===== config.mk =====
export PLATFORM = sky130hd
export DESIGN_NAME = ser_mem_bridge_flat
export DESIGN_NICKNAME = d
export VERILOG_FILES = /design/src/rtl/ser_mem_bridge_if.sv /design/src/rtl/ser_mem_bridge.sv /design/src/flat_wrapper.sv
export SDC_FILE = /design/constraint.sdc
export NUM_CORES = 1
export LEC_CHECK = 0
export BUFFER_PORTS_ARGS = -buffer_cell sky130_fd_sc_hd__buf_2
export CORE_ASPECT_RATIO = 0.75
export CORE_UTILIZATION = 50
export DETAILED_ROUTE_END_ITERATION = 7
export GPL_ROUTABILITY_DRIVEN = 0
export HOLD_SLACK_MARGIN = 0.1
export PLACE_DENSITY = 0.73
export SYNTH_ARGS = -nofsm -noshare
export SYNTH_HDL_FRONTEND = slang
export SYNTH_SLANG_ARGS = --single-unit

===== constraint.sdc =====
create_clock -name clk -period 2.49 [get_ports clk]
set_clock_uncertainty 0.2 [all_clocks]
set_input_delay 0.249 -clock clk [delete_from_list [all_inputs] [get_ports clk]]
set_output_delay 0.249 -clock clk [all_outputs]
set_load 0.02 [all_outputs]

===== src/rtl/ser_mem_bridge_if.sv =====
// Handshake/bus bundle for ser_mem_bridge: serial load inputs, SRAM write
// port, and the parallel-to-serial unload channel.
interface ser_mem_bridge_if #(
  parameter int DATA_W = 8,
  parameter int ADDR_W = 10,
  parameter int OUT_W  = 32
);
  logic              ld_en;
  logic              ld_bit;
  logic              ld_clr;
  logic              mem_we;
  logic [ADDR_W-1:0] mem_addr;
  logic [DATA_W-1:0] mem_wdata;
  logic              ld_done;
  logic              ld_ovf;
  logic              p2s_load;
  logic [OUT_W-1:0]  p2s_din;
  logic              p2s_enable;
  logic              p2s_ser_out;
  logic              p2s_valid;
  logic              p2s_busy;

  modport master (
    output ld_en, ld_bit, ld_clr, p2s_load, p2s_din, p2s_enable,
    input  mem_we, mem_addr, mem_wdata, ld_done, ld_ovf,
           p2s_ser_out, p2s_valid, p2s_busy
  );

  modport slave (
    input  ld_en, ld_bit, ld_clr, p2s_load, p2s_din, p2s_enable,
    output mem_we, mem_addr, mem_wdata, ld_done, ld_ovf,
           p2s_ser_out, p2s_valid, p2s_busy
  );
endinterface


===== src/rtl/ser_mem_bridge.sv =====
// Serial loader into instruction SRAM plus parallel-to-serial result unloader.
// Define SER_MSB_FIRST_EN for MSB-first bit order in both paths (default LSB-first).
//
// Unload FSM:
//   state     | meaning
//   P2S_IDLE  | waiting for p2s_load; outputs quiet
//   P2S_SHIFT | presenting head bit, advancing on p2s_enable
module ser_mem_bridge #(
  parameter int DATA_W = 8,
  parameter int ADDR_W = 10,
  parameter int DEPTH  = 1024,
  parameter int OUT_W  = 32
) (
  input  logic            clk,
  input  logic            rst_n,
  ser_mem_bridge_if.slave bus
);

`ifdef SER_MSB_FIRST_EN
  localparam bit MSB_FIRST = 1'b1;
`else
  localparam bit MSB_FIRST = 1'b0;
`endif

  localparam int LBW = (DATA_W > 1) ? $clog2(DATA_W) : 1;
  localparam int UBW = (OUT_W > 1) ? $clog2(OUT_W) : 1;
  localparam logic [LBW-1:0]    LD_LAST   = LBW'(DATA_W - 1);
  localparam logic [UBW-1:0]    P2S_LAST  = UBW'(OUT_W - 1);
  localparam logic [ADDR_W-1:0] ADDR_LAST = ADDR_W'(DEPTH - 1);

  typedef enum logic {P2S_IDLE, P2S_SHIFT} p2s_state_e;

  logic [LBW-1:0]    ld_cnt_q, ld_cnt_d;
  logic [DATA_W-1:0] ld_sh_q, ld_sh_d;
  logic [DATA_W-1:0] wdata_q, wdata_d;
  logic              we_q, we_d;
  logic [ADDR_W-1:0] addr_q, addr_d, addr_cur;
  logic              done_q, done_d;
  logic              ovf_q, ovf_d;

  p2s_state_e        state_q, state_d;
  logic [OUT_W-1:0]  p2s_sh_q, p2s_sh_d;
  logic [UBW-1:0]    p2s_cnt_q, p2s_cnt_d;
  logic              ser_out, valid, busy;

  always_comb begin
    ld_cnt_d = ld_cnt_q;
    ld_sh_d  = ld_sh_q;
    wdata_d  = wdata_q;
    we_d     = 1'b0;
    addr_d   = addr_q;
    done_d   = done_q;
    ovf_d    = ovf_q;
    // Address of the word being assembled: a write in flight has already claimed addr_q.
    addr_cur = addr_q;
    if (we_q && (addr_q != ADDR_LAST)) begin
      addr_cur = addr_q + 1'b1;
    end
    if (bus.ld_clr) begin
      ld_cnt_d = '0;
      ld_sh_d  = '0;
      addr_d   = '0;
      done_d   = 1'b0;
      ovf_d    = 1'b0;
    end else begin
      addr_d = addr_cur;
      if (bus.ld_en && done_q) begin
        ovf_d = 1'b1;
      end else if (bus.ld_en) begin
        if (MSB_FIRST) begin
          ld_sh_d    = ld_sh_q << 1;
          ld_sh_d[0] = bus.ld_bit;
        end else begin
          ld_sh_d             = ld_sh_q >> 1;
          ld_sh_d[DATA_W-1]   = bus.ld_bit;
        end
        if (ld_cnt_q == LD_LAST) begin
          ld_cnt_d = '0;
          wdata_d  = ld_sh_d;
          we_d     = 1'b1;
          if (addr_cur == ADDR_LAST) begin
            done_d = 1'b1;
          end
        end else begin
          ld_cnt_d = ld_cnt_q + 1'b1;
        end
      end
    end
  end

  always_comb begin
    state_d   = state_q;
    p2s_sh_d  = p2s_sh_q;
    p2s_cnt_d = p2s_cnt_q;
    ser_out   = 1'b0;
    valid     = 1'b0;
    busy      = 1'b0;
    case (state_q)
      P2S_IDLE: begin
        if (bus.p2s_load) begin
          p2s_sh_d  = bus.p2s_din;
          p2s_cnt_d = '0;
          state_d   = P2S_SHIFT;
        end
      end
      P2S_SHIFT: begin
        busy    = 1'b1;
        valid   = bus.p2s_enable;
        ser_out = MSB_FIRST ? p2s_sh_q[OUT_W-1] : p2s_sh_q[0];
        if (bus.p2s_enable) begin
          p2s_sh_d = MSB_FIRST ? (p2s_sh_q << 1) : (p2s_sh_q >> 1);
          if (p2s_cnt_q == P2S_LAST) begin
            state_d = P2S_IDLE;
          end else begin
            p2s_cnt_d = p2s_cnt_q + 1'b1;
          end
        end
      end
      default: state_d = P2S_IDLE;
    endcase
  end

  always_ff @(posedge clk or negedge rst_n) begin
    if (!rst_n) begin
      ld_cnt_q  <= '0;
      ld_sh_q   <= '0;
      wdata_q   <= '0;
      we_q      <= 1'b0;
      addr_q    <= '0;
      done_q    <= 1'b0;
      ovf_q     <= 1'b0;
      state_q   <= P2S_IDLE;
      p2s_sh_q  <= '0;
      p2s_cnt_q <= '0;
    end else begin
      ld_cnt_q  <= ld_cnt_d;
      ld_sh_q   <= ld_sh_d;
      wdata_q   <= wdata_d;
      we_q      <= we_d;
      addr_q    <= addr_d;
      done_q    <= done_d;
      ovf_q     <= ovf_d;
      state_q   <= state_d;
      p2s_sh_q  <= p2s_sh_d;
      p2s_cnt_q <= p2s_cnt_d;
    end
  end

  assign bus.mem_we      = we_q;
  assign bus.mem_addr    = addr_q;
  assign bus.mem_wdata   = wdata_q;
  assign bus.ld_done     = done_q;
  assign bus.ld_ovf      = ovf_q;
  assign bus.p2s_ser_out = ser_out;
  assign bus.p2s_valid   = valid;
  assign bus.p2s_busy    = busy;

endmodule


===== src/flat_wrapper.sv =====
// flat-port wrapper written by rule: the top's interface ports become plain ports
module ser_mem_bridge_flat 
#(
  parameter int DATA_W = 8,
  parameter int ADDR_W = 10,
  parameter int DEPTH  = 1024,
  parameter int OUT_W  = 32
)
  (clk, rst_n, bus_ld_en, bus_ld_bit, bus_ld_clr, bus_p2s_load, bus_p2s_din, bus_p2s_enable, bus_mem_we, bus_mem_addr, bus_mem_wdata, bus_ld_done, bus_ld_ovf, bus_p2s_ser_out, bus_p2s_valid, bus_p2s_busy);
  ser_mem_bridge_if #(.DATA_W(DATA_W), .ADDR_W(ADDR_W), .OUT_W(OUT_W)) bus_i ();
  input  logic clk;
  input  logic rst_n;
  input wire logic [$bits(bus_i.ld_en)-1:0] bus_ld_en;
  input wire logic [$bits(bus_i.ld_bit)-1:0] bus_ld_bit;
  input wire logic [$bits(bus_i.ld_clr)-1:0] bus_ld_clr;
  input wire logic [$bits(bus_i.p2s_load)-1:0] bus_p2s_load;
  input wire logic [$bits(bus_i.p2s_din)-1:0] bus_p2s_din;
  input wire logic [$bits(bus_i.p2s_enable)-1:0] bus_p2s_enable;
  output wire logic [$bits(bus_i.mem_we)-1:0] bus_mem_we;
  output wire logic [$bits(bus_i.mem_addr)-1:0] bus_mem_addr;
  output wire logic [$bits(bus_i.mem_wdata)-1:0] bus_mem_wdata;
  output wire logic [$bits(bus_i.ld_done)-1:0] bus_ld_done;
  output wire logic [$bits(bus_i.ld_ovf)-1:0] bus_ld_ovf;
  output wire logic [$bits(bus_i.p2s_ser_out)-1:0] bus_p2s_ser_out;
  output wire logic [$bits(bus_i.p2s_valid)-1:0] bus_p2s_valid;
  output wire logic [$bits(bus_i.p2s_busy)-1:0] bus_p2s_busy;
  assign bus_i.ld_en = bus_ld_en;
  assign bus_i.ld_bit = bus_ld_bit;
  assign bus_i.ld_clr = bus_ld_clr;
  assign bus_i.p2s_load = bus_p2s_load;
  assign bus_i.p2s_din = bus_p2s_din;
  assign bus_i.p2s_enable = bus_p2s_enable;
  assign bus_mem_we = bus_i.mem_we;
  assign bus_mem_addr = bus_i.mem_addr;
  assign bus_mem_wdata = bus_i.mem_wdata;
  assign bus_ld_done = bus_i.ld_done;
  assign bus_ld_ovf = bus_i.ld_ovf;
  assign bus_p2s_ser_out = bus_i.p2s_ser_out;
  assign bus_p2s_valid = bus_i.p2s_valid;
  assign bus_p2s_busy = bus_i.p2s_busy;
  ser_mem_bridge #(.DATA_W(DATA_W), .ADDR_W(ADDR_W), .DEPTH(DEPTH), .OUT_W(OUT_W)) u_core (.clk(clk), .rst_n(rst_n), .bus(bus_i));
endmodule

Word-level counts from Yosys, hierarchy flattened
Index checks and enable logic that the tools add are counted.
{"block": "totals", "ff_bits": 70, "elab_cells": 69, "output_inout_bits": 24, "input_bits": 39}
{"block": "classes", "n_reduce_logical": 11, "n_eq_ne": 8, "add_sub_neg": 3, "n_bitwise": 3, "n_mux": 34}
{"operator": "2-to-1 mux 32 bit", "count": 2}
{"operator": "case mux 32 bit (2 select lines)", "count": 1}
{"operator": "2-to-1 mux 8 bit", "count": 3}
{"operator": "2-to-1 mux 10 bit", "count": 2}
{"operator": "2-to-1 mux 1 bit", "count": 17}
{"operator": "2-to-1 mux 5 bit", "count": 3}
{"operator": "2-to-1 mux 3 bit", "count": 4}
{"operator": "adder 10 x 1 -> 10 bit, second input constant", "count": 1}
{"operator": "== test 10 bit, second input constant", "count": 1}
{"operator": "inequality test 10 bit, second input constant", "count": 1}
{"operator": "case mux 5 bit (2 select lines)", "count": 1}
{"operator": "inequality test 2 bit, second input constant", "count": 4}
{"operator": "AND reduction 4 bit", "count": 2}
{"operator": "nonzero test 2 bit", "count": 4}
{"operator": "adder 5 x 1 -> 5 bit, second input constant", "count": 1}
{"operator": "== test 5 bit, second input constant", "count": 1}
{"operator": "AND reduction 2 bit", "count": 2}
{"operator": "adder 3 x 1 -> 3 bit, second input constant", "count": 1}
{"operator": "== test 3 bit, second input constant", "count": 1}
{"operator": "NOT 1 bit", "count": 3}
{"operator": "AND reduction 3 bit", "count": 1}
{"operator": "logical AND 1 bit", "count": 2}
{"operator": "case mux 1 bit (2 select lines)", "count": 1}

Logic depth before layout (Yosys ltp)
{"block": "logic_depth", "word_depth": 9, "ltp_mapped": 8, "mapped_depth_nobuf": 7}

Worst setup path before layout
OpenSTA, ideal clock, no wires.
{"block": "synth_path", "path_type": "flip-flop to flip-flop", "startpoint": "register u_core.addr_q[0], in the netlist u_core.bus.mem_addr[0]", "endpoint": "register u_core.done_q, in the netlist u_core.bus.ld_done", "n_path_buf": 0, "arrival_ns": 1.935, "synth_period_minus_slack_ns": 2.239, "setup_time_ns": 0.103, "slack_ns": 0.251, "t_required_ns": 2.187, "path_stages_with_launch": 7, "path_cell_list": "dfrtp_1 > ha_1 > nand3_1 > o31ai_1 > mux2i_1 > o2111ai_1 > o41ai_2"}
{"block": "synth_via", "elab_chain_cells": 6, "elab_cells_between_ends": 7, "cone_classes": "1 x add/sub; 2 x eq/ne; 1 x mux; 3 x reduce/logical"}
{"element": "start: declaration", "line": "ser_mem_bridge.sv:37", "source": "logic [ADDR_W-1:0] addr_q, addr_d, addr_cur;"}
{"element": "start signal: assignment", "line": "ser_mem_bridge.sv:140", "source": "addr_q <= addr_d;"}
{"element": "branches (longest 2 deep; another with adder 10 x 1 -> 10 bit)"}
{"element": "2-to-1 mux 10 bit (*)", "line": "ser_mem_bridge.sv:56", "source": "if (we_q && (addr_q != ADDR_LAST)) begin"}
{"element": "== test 10 bit (*)", "line": "ser_mem_bridge.sv:81", "source": "if (addr_cur == ADDR_LAST) begin"}
{"element": "nonzero test 2 bit (no line) (*)"}
{"element": "AND reduction 4 bit (no line) (*)"}
{"element": "end signal: assignment", "line": "ser_mem_bridge.sv:141", "source": "done_q <= done_d;"}
{"element": "end: declaration", "line": "ser_mem_bridge.sv:38", "source": "logic done_q, done_d;"}
Every way passes the cells marked *.
A chain may end at the register's enable or synchronous reset.

Final worst setup path
Ends and elaborated chain as after synthesis.

==> impl_metrics.py <==
metrics = {
    "floorplanning": {
        "rows": 24,
        "num_io_pins": 63,
        "fp.coreArea_um2": 6010,
        "die_area_um2": 6740,
        "start_util_pct": 53.4,
        "die_h_um": 71.4,
        "fp.dieW_um": 94.5,
    },
    "logic_synthesis": {
        "synth_seq_area_share_pct": 53.8,
        "synth_fp_nets": 352,
        "syn_area_um2": 3210,
        "ys_types": 43,
        "syn_area_per_cell_um2": 10.4,
        "ys.flop_type": "dfrtp_1",
        "synthCells": 308,
        "synth_top_area_share_pct": 53.8,
        "synth_edf_count": 0,
        "synthArstFlopShare_pct": 100,
        "yosysWarnings": 0,
        "yosys-top-cells-area": "dfrtp_1, mux2i_1, nand2_1, o21ai_0, mux2_2",
        "synth.ff_latch_count": 69,
        "synth_area_leader_cell": "dfrtp_1",
    },
    "pwr": {
        "leakagePower_nw": 2.21,
        "powerDensity_nw_per_um2": 631,
        "total_power_mw": 2.66,
        "ir_drop_uv": 428,
    },
    "final_layout": {
        "final_util_pct": 70.1,
        "drive_gt1_share_pct": 25.1,
        "final_common_cell": "dfrtp_1",
        "n_fill_cell": 466,
        "syn2layout_area_growth_pct": 31.4,
        "final_cell_mix": "dfrtp_1, buf_2, nand2_1",
        "fin_cells": 492,
        "antennaDiodeCount": 0,
        "seq_area_um2": 1730,
        "multi_input_comb_area_um2": 1410,
        "nNetsFinal": 453,
    },
    "min_path": {
        "min_from": "bus_p2s_load",
        "min_path_type": "in -> reg",
        "worstHoldPathCells": 3,
        "whs_endpoint": "u_core.state_q",
    },
    "placed_design": {
        "dpl.hpwl_mm": 4.57,
        "dp_cells": 440,
        "io_buffers": 62,
        "pre_cts_ws_ns": 0.180,
    },
    "routing": {
        "drt_iter0_markers": 133,
        "viasPerCell": 5.30,
        "drc_errors": 0,
        "drtPass1Iterations": 4,
        "num_vias": 2609,
        "antenna_left": 0,
        "wirelength_mm": 7.10,
        "wl_per_cell_um": 14.4,
    },
    "cts": {
        "cts-buffers-inserted": 9,
        "cts.root.buffer_cell": "clkbuf_8",
        "clockBufferDepth": 2,
        "htreeDepth": 3,
        "clk_latency_ns": 0.34,
        "cts.sinks": 69,
        "clk_pin_slew_ns": 0.07,
        "cts_tree": "built",
    },
    "grt": {
        "globalRouteOverflowTotal": 0,
        "antenna_found_initial": 0,
        "track_usage_pct": 23.5,
        "grt_pass1_vias": 2460,
        "grt_pass1_wl_mm": 12.0,
        "grt_max_degree": 63,
    },
    "setup_path": {
        "critPathArrivalTime_ns": 2.33,
        "rr_startpoint": "u_core.bus.mem_addr[0]",
        "critPathCaptureType": "flip-flop",
        "cpPeakStageDelay_ns": 0.44,
        "reg2reg_depth": 6,
        "cp_slowest_cell": "dfrtp_1",
        "rrSetupSlack_ns": 0.20,
        "r2r-end": "u_core.bus.ld_done",
        "cp_max_fo": 6,
        "cp.required_ns": 2.53,
        "worstSetupPathType": "reg -> reg",
        "critPathLaunchType": "flip-flop",
        "worstPathCellList": "ha_1 > nand2_1 > o311ai_1 > xor2_1 > or3_1 > o41ai_2",
    },
    "timing": {
        "fmax_mhz": 437,
        "fin_setup_tns_ns": 0,
        "slew-limit-headroom_pct": 56.9,
        "slew_violations": 0,
        "finalHoldViolCount": 0,
        "min_period_over_period_pct": 91.9,
        "fin_ws_ns": 0.201,
        "max_slew.worst_pin.slew_ns": 0.645,
        "setup_viol": 0,
        "rsz0062_at_grt": "no",
        "period_minus_slack_ns": 2.29,
    },
    "job": {
        "max_cap_violations": 0,
    },
    "outcome": {
        "status": "completed",
    },
}
[layer usage]
| layer | part of all wire (%) | track usage, % | vias up | wire length [um] |
|---|---|---|---|---|
| met4 | 0.96 | 6.57 | 0 | 68 |
| met1 | 46 | 33.1 | 1238 | 3230 |
| met5 | 0 | 0 | - | 0 |
| met3 | 5.9 | 6.90 | 4 | 419 |
| met2 | 48 | 36.0 | 83 | 3380 |
| li1 | - | - | 1284 | - |
[worst max-delay path: cells and delay by family (launching register included)]
family | cells | cell delay (ns)
compound gates | 2 | 0.56
xor+xnor | 1 | 0.15
fa+ha+maj | 1 | 0.28
flops | 1 | 0.44
simple gates | 2 | 0.56
[kinds of logic (layout without fill, tap and decap cells)]
logic type / after synthesis / in the layout / synth area share [%]
compound gates: 71 / 71 / 13.1
xor+xnor: 5 / 5 / 1.37
fa+ha+maj: 5 / 5 / 1.95
buf+inv: 20 / 126 / 2.46
flops: 69 / 69 / 53.8
mux: 42 / 42 / 13.4
simple gates: 96 / 96 / 13.9
[what timing repair did]
item / in CTS / in global routing
setup endpoints to repair: 0 / 1
hold buffers: 36 / 0
gates resized for setup: 0 / 1
endpoints found under the hold margin: 59 / 0
setup buffers: 0 / 0
[how the worst max path moves through the flow]
stage,to,cells after the start,from
floorplan,u_core.bus.ld_done,6,u_core.bus.mem_addr[0]
CTS,u_core.bus.ld_done,6,u_core.bus.mem_addr[0]
detailed placement,u_core.bus.ld_done,6,u_core.bus.mem_addr[0]
global route,u_core.bus.ld_done,6,u_core.bus.mem_addr[0]
finish,u_core.bus.ld_done,6,u_core.bus.mem_addr[0]
global placement,u_core.bus.ld_done,6,u_core.bus.mem_addr[0]
[Yosys cell counts (2+ instances only)]
master	count
a21oi_1	16
and2_1	4
and3_1	2
and4_1	2
buf_2	3
clkbuf_1	13
dfrtp_1	69
ha_1	5
inv_1	3
mux2_2	8
mux2i_1	34
nand2_1	57
nand2b_1	3
nand3_1	3
nor2_1	12
nor2b_1	4
o2111ai_1	3
o211ai_1	2
o21ai_0	37
o22ai_1	2
xor2_1	4
[through the flow]
stage / instance area (um^2) / hold slack (ns)
2_1_floorplan: 3210 / -0.247
3_3_place_gp: 3650 / 0.0782
3_5_place_dp: 3650 / 0.0843
4_1_cts: 4210 / 0.106
5_1_grt: 4210 / 0.138
6_report: 4210 / 0.120
[registers in the layout (all words and copies together), names as in the netlist]
name / count
u_core.bus.mem_we: 1
u_core.ld_cnt_q: 3
u_core.bus.mem_wdata: 8
u_core.bus.mem_addr: 10
u_core.p2s_sh_q: 32
u_core.bus.ld_done: 1
u_core.bus.ld_ovf: 1
u_core.ld_sh_q: 7
u_core.state_q: 1
u_core.p2s_cnt_q: 5
[report_power, final]
group          leakage (nW)  internal, mW  total (mW)  switching (mW)
registers             0.943          1.27        1.36          0.0932
clock network        0.0943         0.486       0.913           0.427
logic                  1.17         0.194       0.387           0.194
[area by class of cell]
cell class                      instances  area share (%)
Tap cell                               78            2.32
Clock buffer                           10            3.27
Timing Repair Buffer                  107            18.1
Clock inverter                          6            1.49
Inverter                                3           0.267
Multi-Input combinational cell        219            33.5
Sequential cell                        69            41.0
(Power assumes the default switching activity.)
